<file path="config.mk">
export PLATFORM = sky130hd
export DESIGN_NAME = shift_engine
export DESIGN_NICKNAME = d
export VERILOG_FILES = /design/src/rtl/shift_engine.sv
export SDC_FILE = /design/constraint.sdc
export NUM_CORES = 1
export LEC_CHECK = 0
export CAP_MARGIN = 25
export CELL_PAD_IN_SITES_DETAIL_PLACEMENT = 1
export CELL_PAD_IN_SITES_GLOBAL_PLACEMENT = 1
export CORE_ASPECT_RATIO = 1.1
export CORE_UTILIZATION = 51
export DETAILED_ROUTE_END_ITERATION = 12
export DONT_BUFFER_PORTS = 1
export PLACE_DENSITY_LB_ADDON = 0.1
export SLEW_MARGIN = 20
export SYNTH_ARGS = -nofsm -noshare
export SYNTH_HDL_FRONTEND = slang
export SYNTH_SLANG_ARGS = --single-unit
</file>
<file path="constraint.sdc">
create_clock -name CLK -period 3.65 [get_ports CLK]
set_clock_uncertainty 0.15 [all_clocks]
set_input_delay 0.73 -clock CLK [delete_from_list [all_inputs] [get_ports CLK]]
set_output_delay 0.73 -clock CLK [all_outputs]
set_load 0.01 [all_outputs]
</file>
<file path="src/rtl/shift_engine.sv">
// shift_engine
//   Multi-cycle barrel-less shifter. A request captures one operand, a mode
//   and a distance, then moves the operand one bit per clock until the
//   distance is used up. The result and its flags are published together on
//   the cycle that Done pulses.
//
// Ports
//   CLK        rising-edge clock
//   RST_n      asynchronous active-low reset
//   Start      request, sampled only while idle
//   Cancel     synchronous abort of a shift in progress (wins over Start)
//   A, B       operands; Op_Sel picks B when high
//   Mode       000 LSR, 001 LSL, 010 ASR, 011 ROR, 100 ROL, others pass-through
//   Amount     shift distance, clamped to WIDTH-1
//   Busy       high whenever the engine is not idle
//   Done       one-cycle completion pulse
//   SHIFT_OUT  registered result
//   Carry_Out  registered last bit moved out of the register
//   Zero_Flag  registered SHIFT_OUT == 0
module shift_engine #(
    parameter  int WIDTH = 8,
    localparam int AMT_W = $clog2(WIDTH)
) (
    input  logic             CLK,
    input  logic             RST_n,
    input  logic             Start,
    input  logic             Cancel,
    input  logic [WIDTH-1:0] A,
    input  logic [WIDTH-1:0] B,
    input  logic             Op_Sel,
    input  logic [2:0]       Mode,
    input  logic [AMT_W-1:0] Amount,
    output logic             Busy,
    output logic             Done,
    output logic [WIDTH-1:0] SHIFT_OUT,
    output logic             Carry_Out,
    output logic             Zero_Flag
);

    typedef enum logic [1:0] {
        IDLE  = 2'd0,
        SHIFT = 2'd1,
        DONE  = 2'd2
    } state_t;

    localparam logic [AMT_W-1:0] MAX_AMT = AMT_W'(WIDTH - 1);
    localparam logic [AMT_W-1:0] ONE_AMT = AMT_W'(1);

    state_t           state;
    logic [WIDTH-1:0] work;
    logic [2:0]       mode_r;
    logic [AMT_W-1:0] cnt;

    logic [WIDTH-1:0] operand;
    logic [AMT_W-1:0] amt_c;
    logic             mode_legal;
    logic [WIDTH-1:0] step_val;
    logic             step_bit;

    assign operand    = Op_Sel ? B : A;
    assign mode_legal = !(Mode[2] && (Mode[1:0] != 2'b00));

    // Distances beyond WIDTH-1 only exist when WIDTH is not a power of two;
    // the comparison is elaborated only in that case.
    generate
        if ((1 << AMT_W) > WIDTH) begin : g_clamp
            assign amt_c = (Amount > MAX_AMT) ? MAX_AMT : Amount;
        end else begin : g_noclamp
            assign amt_c = Amount;
        end
    endgenerate

    // One-bit move of the work register for the captured mode, together with
    // the bit that leaves the register on that move.
    always_comb begin
        step_val = work;
        step_bit = 1'b0;
        case (mode_r)
            3'b000: begin
                step_val = {1'b0, work[WIDTH-1:1]};
                step_bit = work[0];
            end
            3'b001: begin
                step_val = {work[WIDTH-2:0], 1'b0};
                step_bit = work[WIDTH-1];
            end
            3'b010: begin
                step_val = {work[WIDTH-1], work[WIDTH-1:1]};
                step_bit = work[0];
            end
            3'b011: begin
                step_val = {work[0], work[WIDTH-1:1]};
                step_bit = work[0];
            end
            3'b100: begin
                step_val = {work[WIDTH-2:0], work[WIDTH-1]};
                step_bit = work[WIDTH-1];
            end
            default: begin
                step_val = work;
                step_bit = 1'b0;
            end
        endcase
    end

    // Control FSM with registered Busy/Done. Outputs change only on the edge
    // that enters DONE, so a cancelled operation leaves the old result intact.
    always_ff @(posedge CLK or negedge RST_n) begin
        if (!RST_n) begin
            state     <= IDLE;
            work      <= '0;
            mode_r    <= '0;
            cnt       <= '0;
            Busy      <= 1'b0;
            Done      <= 1'b0;
            SHIFT_OUT <= '0;
            Carry_Out <= 1'b0;
            Zero_Flag <= 1'b0;
        end else begin
            case (state)
                IDLE: begin
                    if (Start && !Cancel) begin
                        work   <= operand;
                        mode_r <= Mode;
                        cnt    <= amt_c;
                        Busy   <= 1'b1;
                        if ((amt_c != '0) && mode_legal) begin
                            state <= SHIFT;
                        end else begin
                            // Zero distance or pass-through completes at once.
                            state     <= DONE;
                            Done      <= 1'b1;
                            SHIFT_OUT <= operand;
                            Carry_Out <= 1'b0;
                            Zero_Flag <= (operand == '0);
                        end
                    end
                end
                SHIFT: begin
                    if (Cancel) begin
                        state <= IDLE;
                        Busy  <= 1'b0;
                    end else begin
                        work <= step_val;
                        cnt  <= cnt - ONE_AMT;
                        if (cnt == ONE_AMT) begin
                            state     <= DONE;
                            Done      <= 1'b1;
                            SHIFT_OUT <= step_val;
                            Carry_Out <= step_bit;
                            Zero_Flag <= (step_val == '0);
                        end
                    end
                end
                DONE: begin
                    state <= IDLE;
                    Busy  <= 1'b0;
                    Done  <= 1'b0;
                end
                default: begin
                    state <= IDLE;
                    Busy  <= 1'b0;
                    Done  <= 1'b0;
                end
            endcase
        end
    end

endmodule

</file>
# ---- Yosys cells after proc, flatten, opt, wreduce, memory -nomap -nowiden
# Index checks and enable logic that the tools add are counted.
dict set report op_classes {
  addsub 1
  eq_ne 12
  n_mux 37
  reduce_logical 20
}
# op n
set ops {}
lappend ops {{8-bit 2-to-1 mux} 7}
lappend ops {{8-bit case mux with 5 select lines} 1}
lappend ops {{8-bit case mux with 2 select lines} 2}
lappend ops {{8-bit logical NOT} 2}
lappend ops {{1-bit 2-to-1 mux} 14}
lappend ops {{2-bit inequality test (second input constant)} 5}
lappend ops {{1-bit case mux with 2 select lines} 5}
lappend ops {{2-bit 2-to-1 mux} 4}
lappend ops {{3-bit by 1-bit equality test with 1-bit output (second input constant)} 2}
lappend ops {{3-bit by 2-bit equality test with 1-bit output (second input constant)} 2}
lappend ops {{3-bit 2-to-1 mux} 2}
lappend ops {{3-bit case mux with 2 select lines} 1}
lappend ops {{2-bit AND reduction} 3}
lappend ops {{5-bit AND reduction} 1}
lappend ops {{2-bit case mux with 2 select lines} 1}
lappend ops {{4-bit AND reduction} 1}
lappend ops {{2-bit nonzero test} 2}
lappend ops {{3-bit equality test (second input constant)} 1}
lappend ops {{1-bit logical AND} 3}
lappend ops {{3-bit logical NOT} 1}
lappend ops {{3-bit inequality test (second input constant)} 1}
lappend ops {{3-bit AND reduction} 1}
lappend ops {{3-bit nonzero test} 1}
lappend ops {{3-bit OR reduction} 1}
lappend ops {{5 further kinds} 6}
dict set report totals {
  reg_bits 28
  output_inout_bits 12
  elab_cells 79
}

# ---- Depth between registers and ports, before layout
# Gate-level depths: netlist (run 1).
dict set report logic_depth {
  word_depth 7
  ltp_mapped 8
  depth_no_buf 8
}

# ---- Least setup slack after synthesis (run 1)
# No wires, ideal clock.
dict set report synth_path {
  kind {input -> register}
  start {input port Amount[0]}
  end {register SHIFT_OUT[1]}
  setup_ns 0.127
  t_arrival_ns 1.986
  t_required_ns 3.373
  slack_ns 1.386
  stages 5
  path_buffers 1
  path_cell_list {o31ai_1 -> nor3_1 -> or4_4 -> buf_6 -> mux2_1}
}
dict set report synth_via {
  elab_chain_cells 4
}
# item line
set synth_rtl {}
lappend synth_rtl {{from (decl)} 32} ;# input logic [AMT_W-1:0] Amount,
lappend synth_rtl {{3-bit nonzero test} 127} ;# if ((amt_c != '0) && mode_legal) begin
lappend synth_rtl {{1-bit logical AND} 127}
lappend synth_rtl {{2-bit inequality test (no source line)} n/a}
lappend synth_rtl {{5-bit AND reduction (no source line)} n/a}
lappend synth_rtl {{to (signal assigned)} 133} ;# SHIFT_OUT <= operand;
lappend synth_rtl {{to (signal assigned)} 149} ;# SHIFT_OUT <= step_val;
lappend synth_rtl {{to (decl)} 35} ;# output logic [WIDTH-1:0] SHIFT_OUT,
# No other way between the ends.
# A chain may end at the register's enable or synchronous reset.

# ---- Worst setup path after layout (run 1)
dict set report layout_path {
  start {register mode_r[2]}
  end {register SHIFT_OUT[7]}
}
dict set report layout_via {
  elab_chain_cells 5
  elab_cells_between_ends 9
  classes_between {4 x eq/ne; 4 x mux; 1 x reduce/logical}
}
# item line
set layout_rtl {}
lappend layout_rtl {{from (decl)} 51} ;# logic [2:0] mode_r;
lappend layout_rtl {{from (signal assigned)} 124} ;# mode_r <= Mode;
lappend layout_rtl {{3-bit equality test (tied with other cells)} 78} ;# case (mode_r)
lappend layout_rtl {{8-bit case mux with 5 select lines (*)} 78}
lappend layout_rtl {{8-bit 2-to-1 mux (*)} 146} ;# if (cnt == ONE_AMT) begin
lappend layout_rtl {{8-bit 2-to-1 mux (*)} 140} ;# if (Cancel) begin
lappend layout_rtl {{8-bit case mux with 2 select lines (*)} 120} ;# case (state)
# Mark *: on every way between the ends. The rest lies on a longest branch, timed or not. The select of a mux whose other input is x is not followed.

==> metrics.cfg, run 1 <==
[final_layout]
layout.filler_cells=363
drive_above_1_share_pct=17.24
layout_commonest_cell=sky130_fd_sc_hd__dfrtp_1
final_design_area_no_fill_mm2=0.001788
diodes=0
design.final.nets=204
flow.area_growth_from_synthesis_pct=2.510
commonest_cells_after_routing_fill_and_taps_aside=sky130_fd_sc_hd__dfrtp_1, sky130_fd_sc_hd__mux2_2, sky130_fd_sc_hd__nand2_1, sky130_fd_sc_hd__o21ai_0

[clock_network]
cts_sinks=28
tritoncts.num_buffers=3
cts.reportedPaths.clkPinSlew_ns=0.15
clkLatencyLatePin_ns=0.32
max-clock-path-buffers=2
clock_tree_from_tritoncts=built
cts_post_setup_buffers_inserted=0
cts_hold_buf=1
root_buffer=sky130_fd_sc_hd__clkbuf_4
cts_max_level=1
post_cts_resized=0

[route]
drc=4
num_vias=1312
antenna_left=0
detail_route.wl_per_cell_um=18.68
drtIter0Drc=72
drt_total_wl_um=3885
viasPerCell=6.308
drt_pre_antenna_iters=8

[logic_synthesis]
synth.lib_cells_used.distinct=38
post_synth_inst_count=180
synth_warnings=0
avgSynthCellArea_um2=9.690
synth_nets=209
postSynthRegisterBits=28
synth_area_mm2=0.001744
synth_seq_area_share_pct=40.17

[pwr]
max-vdd-ir-drop_mv=0.3397
p_int_uw=685.9
portion_of_total_power_attributed_to_the_clock_network_pct=12.9
leakage_uw=0.0007619
pwr_density_cell_mw_per_mm2=639.3
power_switching_uw=457.2
switching_share_pct=40.00
sequential_cell_fraction_of_total_power_pct=52.6
portion_of_total_power_attributed_to_combinational_logic_pct=34.5

[timing]
report.final.setup_viol=0
final_period_demand_of_the_worst_path_ns=2.540
final-max-slew-violation-count=0
slew_headroom_pct=36.14
setup_tns_after_final_layout_ns=0
worst_pin_slew_ns=0.9543
fmaxAchievable_mhz=393.7
finalHoldViolCount=0
final.period_utilization_pct=69.58
unrepaired_setup_endpoints_after_global_routing=no

[worst_setup_path]
end_kind=register
worst_ep_arrival_time_ns=2.61
timing.critical_path.slowest_cell_delay_ns=0.93
worstSetupStartpointType=register
critPathTopFamily=flip-flops
setup.reg_to_reg.worst_slack_ns=1.11
critical_path.cell_chain=nor2b_1 > mux2_2 > a221oi_1 > o21ai_0 > mux2_1
crit_path_top_delay_cell=sky130_fd_sc_hd__dfrtp_1
critPathRequiredTime_ns=3.72
maximum_fanout_count_along_the_critical_path=25
worst-path-buf-inv=0
critPathKind=register to register

[global_routing]
grt_max_degree=29
antenna_violations_before_repair=0
first_pass_grt_wire_length_um=6527
via_count_of_the_first_global_routing_pass=1372
grt.overflow.total=0
groute.usage.overall_pct=23.49

[floorplan]
core_region_area_mm2=0.003153
start_util_pct=55.32
floorplan.io_pins=39
die_w_um=57.76
floorplan.die_area_mm2=0.003658
chipHeight_um=63.34
number_of_standard_cell_rows_in_the_floorplan=21

[placed_design]
hpwlAfterDp_um=2931
post_dp_cell_area_mm2=0.001732
gp_congestion=0.7490
placement.io_buffers=0

[outcome]
status=complete, but fails checks
violations_in_the_final_reports=design-rule violations

[worst_hold_path]
min_path_type=input pin to asynchronous set/reset pin

[job]
cap_violations=0

==> kinds of logic (layout without fill, tap and decap cells) <==
kind of cell | after synthesis | in the layout | share of synthesized area [%]
flip-flops | 28 | 28 | 40.17
adder cells (fa/ha/maj) | 2 | 2 | 1.434
multiplexers | 34 | 34 | 21.59
AO/OA/AOI/OAI | 41 | 41 | 14.56
XOR/XNOR | 1 | 1 | 0.5022
buffers and inverters | 16 | 10 | 4.447
AND/OR/NAND/NOR | 58 | 58 | 17.29
==> worst reg2reg max path, stage by stage (launching register included) <==
cell	delay [ns]
sky130_fd_sc_hd__dfrtp_1	0.93
sky130_fd_sc_hd__nor2b_1	0.14
sky130_fd_sc_hd__mux2_2	0.30
sky130_fd_sc_hd__a221oi_1	0.37
sky130_fd_sc_hd__o21ai_0	0.22
sky130_fd_sc_hd__mux2_1	0.34
==> per-layer routing <==
metal  part of all wire, %  global-route usage [%]  up-vias  routed length, um
met2                    51                   40.70       27               1968
met4                   1.1                   6.250        0                 43
met5                     0                       0        -                  0
li1                      -                       -      642                  -
met3                   3.2                   2.053        4                125
met1                    45                   31.37      639               1747
==> power by group through the flow <==
| stage | clock (uW) | combinational, uW | sequential [uW] |
|---|---|---|---|
| after global routing | 160 | 449 | 621 |
| final | 147 | 395 | 601 |
| after global placement | 0 | 367 | 600 |
| after floorplan | 0 | 362 | 528 |
| after CTS | 150 | 396 | 600 |
| after detailed placement | 0 | 385 | 607 |
==> cell type report <==
| type | instances | area, um^2 | share of cell area (%) |
|---|---|---|---|
| flip-flops and latches | 28 | 700.7 | 39.19 |
| well taps | 34 | 42.54 | 2.379 |
| clock buffers | 4 | 36.28 | 2.029 |
| repair buffers | 2 | 27.53 | 1.540 |
| multi-input cells | 136 | 965.9 | 54.02 |
| inverters | 4 | 15.01 | 0.8398 |
==> worst paths after layout <==
check                                 startpoint                       end  cells after the start
max                        mode_r[2]$_DFFE_PN0P_  SHIFT_OUT[7]$_DFFE_PN0P_                      5
min                                        RST_n        cnt[1]$_DFFE_PN0P_                      1
max reg2reg                mode_r[2]$_DFFE_PN0P_  SHIFT_OUT[7]$_DFFE_PN0P_                      5
min reg2reg                   cnt[1]$_DFFE_PN0P_        cnt[1]$_DFFE_PN0P_                      2
max in group asynchronous                  RST_n      state[0]$_DFFE_PN0P_                      1
min in group CLK                          Cancel      state[0]$_DFFE_PN0P_                      1
==> cells in the mapped netlist <==
| cell | n | share of area (%) |
|---|---|---|
| sky130_fd_sc_hd__a211oi_1 | 1 | 0.43 |
| sky130_fd_sc_hd__a21oi_1 | 6 | 1.7 |
| sky130_fd_sc_hd__a221oi_1 | 6 | 3.0 |
| sky130_fd_sc_hd__a22oi_1 | 1 | 0.43 |
| sky130_fd_sc_hd__a31oi_1 | 1 | 0.36 |
| sky130_fd_sc_hd__and3_1 | 1 | 0.36 |
| sky130_fd_sc_hd__buf_2 | 5 | 1.4 |
| sky130_fd_sc_hd__buf_4 | 1 | 0.43 |
| sky130_fd_sc_hd__buf_6 | 1 | 0.65 |
| sky130_fd_sc_hd__clkbuf_1 | 5 | 1.1 |
| sky130_fd_sc_hd__dfrtp_1 | 28 | 40 |
| sky130_fd_sc_hd__ha_1 | 2 | 1.4 |
| sky130_fd_sc_hd__inv_1 | 4 | 0.86 |
| sky130_fd_sc_hd__mux2_1 | 4 | 2.6 |
| sky130_fd_sc_hd__mux2_2 | 21 | 14 |
| sky130_fd_sc_hd__mux2_4 | 1 | 0.86 |
| sky130_fd_sc_hd__mux2i_1 | 8 | 4.6 |
| sky130_fd_sc_hd__nand2_1 | 17 | 3.7 |
| sky130_fd_sc_hd__nand2b_1 | 4 | 1.4 |
| sky130_fd_sc_hd__nand3_1 | 2 | 0.57 |
| sky130_fd_sc_hd__nand4_1 | 2 | 0.72 |
| sky130_fd_sc_hd__nor2_1 | 9 | 1.9 |
| sky130_fd_sc_hd__nor2b_1 | 9 | 3.2 |
| sky130_fd_sc_hd__nor3_1 | 7 | 2.0 |
| sky130_fd_sc_hd__nor3b_1 | 1 | 0.43 |
| sky130_fd_sc_hd__nor3b_2 | 1 | 0.72 |
| sky130_fd_sc_hd__nor4_1 | 3 | 1.1 |
| sky130_fd_sc_hd__nor4b_1 | 1 | 0.50 |
| sky130_fd_sc_hd__o211a_1 | 1 | 0.57 |
| sky130_fd_sc_hd__o211ai_1 | 1 | 0.43 |
| sky130_fd_sc_hd__o21ai_0 | 17 | 4.9 |
| sky130_fd_sc_hd__o21ai_1 | 2 | 0.57 |
| sky130_fd_sc_hd__o21bai_1 | 1 | 0.43 |
| sky130_fd_sc_hd__o22ai_1 | 1 | 0.36 |
| sky130_fd_sc_hd__o311ai_0 | 1 | 0.50 |
| sky130_fd_sc_hd__o31ai_1 | 2 | 0.86 |
| sky130_fd_sc_hd__or4_4 | 1 | 0.65 |
| sky130_fd_sc_hd__xor2_1 | 1 | 0.50 |
==> state kept, by name, indices dropped and copies added, names as in the netlist <==
register,cells
Zero_Flag,1
work,8
SHIFT_OUT,8
mode_r,3
Busy,1
state,2
cnt,3
Carry_Out,1
Done,1
==> through the flow <==
stage | hold slack, ns | setup slack (ns) | utilization [%] | std cells | power [uW]
floorplan | 0.2844 | 1.386 | - | 180 | 889.8
global placement | 0.2849 | 1.238 | 54.92 | 203 | 966.8
detailed placement | 0.2848 | 1.137 | 54.92 | 203 | 992.9
CTS | 0.05011 | 1.122 | 56.71 | 208 | 1147
global route | 0.04522 | 0.8405 | 56.71 | 208 | 1230
finish | 0.04726 | 1.110 | 56.71 | 208 | 1143
Note: power is estimated with default switching activity, not from simulation.
==> run 2: changes to the inputs <==
--- a/config.mk
+++ b/config.mk
@@ -9,7 +9,7 @@
 export CELL_PAD_IN_SITES_DETAIL_PLACEMENT = 1
 export CELL_PAD_IN_SITES_GLOBAL_PLACEMENT = 1
 export CORE_ASPECT_RATIO = 1.1
-export CORE_UTILIZATION = 51
+export CORE_UTILIZATION = 43
 export DETAILED_ROUTE_END_ITERATION = 12
 export DONT_BUFFER_PORTS = 1
 export PLACE_DENSITY_LB_ADDON = 0.1
==> constraint.sdc (replaced) <==
create_clock -name CLK -period 2.2 [get_ports CLK]
set_clock_uncertainty 0.15 [all_clocks]
set_input_delay 0.44 -clock CLK [delete_from_list [all_inputs] [get_ports CLK]]
set_output_delay 0.44 -clock CLK [all_outputs]
set_load 0.01 [all_outputs]
==> metrics.cfg, run 2 (same netlist as run 1, synthesis figures left out) <==
[job]
cap_violations=0  ; unchanged

[clock_network]
clkLatencyLatePin_ns=0.28  ; -0.04 ns
cts_max_level=1  ; unchanged
cts.reportedPaths.clkPinSlew_ns=0.10  ; -0.05 ns
max-clock-path-buffers=2  ; unchanged
root_buffer=sky130_fd_sc_hd__clkbuf_8
clock_tree_from_tritoncts=built
cts_sinks=28  ; unchanged
tritoncts.num_buffers=3  ; unchanged

[global_routing]
antenna_violations_before_repair=0  ; unchanged
grt_max_degree=29  ; unchanged
grt.overflow.total=0  ; unchanged
groute.usage.overall_pct=21.64  ; -1.9 points
via_count_of_the_first_global_routing_pass=1424  ; +3.8%
first_pass_grt_wire_length_um=7148  ; +9.5%

[route]
drc=0  ; -4
drt_total_wl_um=4466  ; +15%
drtIter0Drc=53  ; -26%
detail_route.wl_per_cell_um=18.84  ; +0.89%
drt_pre_antenna_iters=4  ; -4
viasPerCell=5.911  ; -6.3%
antenna_left=0  ; unchanged
num_vias=1401  ; +6.8%

[pwr]
sequential_cell_fraction_of_total_power_pct=44.8  ; -7.8 points
pwr_density_cell_mw_per_mm2=1084  ; +69%
portion_of_total_power_attributed_to_combinational_logic_pct=36.2  ; +1.7 points
leakage_uw=0.0008477  ; +11%
p_int_uw=1346  ; +96%
portion_of_total_power_attributed_to_the_clock_network_pct=18.9  ; +6.0 points
switching_share_pct=37.11  ; -2.9 points
power_switching_uw=794.0  ; +74%
max-vdd-ir-drop_mv=0.4990  ; +47%

[floorplan]
chipHeight_um=68.80  ; +8.6%
core_region_area_mm2=0.003770  ; +20%
floorplan.io_pins=39  ; unchanged
number_of_standard_cell_rows_in_the_floorplan=23  ; +9.5%
floorplan.die_area_mm2=0.004315  ; +18%
start_util_pct=46.27  ; -9.1 points
die_w_um=62.73  ; +8.6%

[placed_design]
placement.io_buffers=0  ; unchanged
gp_congestion=0.8082  ; +7.9%
hpwlAfterDp_um=3317  ; +13%
place_inst=226  ; +11%
place_ws_ns=0.03856  ; -1.098 ns

[final_layout]
diodes=0  ; unchanged
drive_above_1_share_pct=24.06  ; +6.8 points
flow.area_growth_from_synthesis_pct=13.20
layoutNonFillerInstCount=237  ; +14%
commonest_cells_after_routing_fill_and_taps_aside=sky130_fd_sc_hd__dfrtp_1, sky130_fd_sc_hd__mux2_2, sky130_fd_sc_hd__nand2_1, sky130_fd_sc_hd__o21ai_0, sky130_fd_sc_hd__buf_4
design.final.nets=217  ; +6.4%
top_regs=SHIFT_OUT x8, work x8
layout_commonest_cell=sky130_fd_sc_hd__dfrtp_1

[worst_setup_path]
critPathKind=register to register
critPathRequiredTime_ns=2.21  ; -1.51 ns
worst_ep_arrival_time_ns=2.15  ; -0.46 ns
end_kind=register
maximum_fanout_count_along_the_critical_path=6  ; -76%
worstSetupStartpointType=register

[timing]
final_period_demand_of_the_worst_path_ns=2.145  ; -0.3947 ns
final-max-slew-violation-count=0  ; unchanged
fmaxAchievable_mhz=466.2  ; +18%
worst_pin_slew_ns=0.4327  ; -0.5216 ns
finalHoldViolCount=0  ; unchanged
worst_slack_ns=0.05498  ; -1.055 ns
final.period_utilization_pct=97.50  ; +28 points
setup_tns_after_final_layout_ns=0  ; unchanged
slew_headroom_pct=71.15  ; +35 points
holdWs_ns=0.06834  ; +0.02108 ns
report.final.setup_viol=0  ; unchanged

[worst_hold_path]
min_path_type=input pin to register

[outcome]
status=finished clean

[run 2: cell count changes in the layout (fill, tap and decap cells not counted), moves of 2 or more]
cell / delta
sky130_fd_sc_hd__buf_4: +9
sky130_fd_sc_hd__clkbuf_4: -3
sky130_fd_sc_hd__buf_6: +2
sky130_fd_sc_hd__clkbuf_8: +2
[run 2: cell type report]
class / instances / area, um^2
Clock buffer: 3 / 41.29
Clock inverter: 1 / 30.03
Fill cell: 424 / 1795
Inverter: 4 / 15.01
Multi-Input combinational cell: 136 / 977.2
Sequential cell: 28 / 700.7
Tap cell: 50 / 62.56
Timing Repair Buffer: 15 / 147.6
[run 2: worst paths after layout]
kind                                    start                  endpoint  slack [ns]  cells past startpoint
setup / recovery           cnt[1]$_DFFE_PN0P_  SHIFT_OUT[7]$_DFFE_PN0P_        0.05                      7
hold / removal                         Cancel      state[0]$_DFFE_PN0P_        0.07                      1
setup reg to reg           cnt[1]$_DFFE_PN0P_  SHIFT_OUT[7]$_DFFE_PN0P_        0.05                      7
hold reg to reg            cnt[1]$_DFFE_PN0P_        cnt[1]$_DFFE_PN0P_        0.35                      2
max in group asynchronous               RST_n     mode_r[0]$_DFFE_PN0P_        1.30                      2
min in group asynchronous               RST_n        cnt[0]$_DFFE_PN0P_        0.45                      2
[run 2: through the flow]
stage	cell area [um^2]	util, %	power (uW)
3_3_place_gp	1817	48.19	1659
3_5_place_dp	1817	48.19	1696
4_1_cts	1918	50.88	2120
5_1_grt	1974	52.37	2306
2_1_floorplan	1744	-	1476
6_report	1974	52.37	2140
[run 2: metal layers]
layer,vias to the layer above,share of wire (%),GRT usage [%]
met5,-,0,0
met4,0,0.56,6.105
met3,2,3.4,2.796
met2,27,53,41.30
met1,704,43,25.79
li1,668,-,-
[run 2: repair_timing]
action | 4_1_cts | 5_1_grt
hold buffers | 2 | 0
resized for setup | 0 | 8
buffers inserted | 0 | 5
endpoints found under the setup margin | 0 | 1
endpoints found under the hold margin | 28 | 0
[run 2: power by group through the flow]
stage	combinational (uW)	sequential (uW)	clock (uW)
after floorplan	601	876	0
after global placement	698	961	0
after detailed placement	728	968	0
after CTS	749	958	412
after global routing	879	995	432
final	775	959	405
[run 2: worst max-delay path: stages (launching register included)]
cell and delay [ns]:
sky130_fd_sc_hd__dfrtp_1 0.40, sky130_fd_sc_hd__inv_2 0.06, sky130_fd_sc_hd__ha_1 0.14, sky130_fd_sc_hd__nor2b_4 0.15, sky130_fd_sc_hd__mux2i_2 0.09, sky130_fd_sc_hd__or4_4 0.58
sky130_fd_sc_hd__buf_6 0.15, sky130_fd_sc_hd__mux2_1 0.32
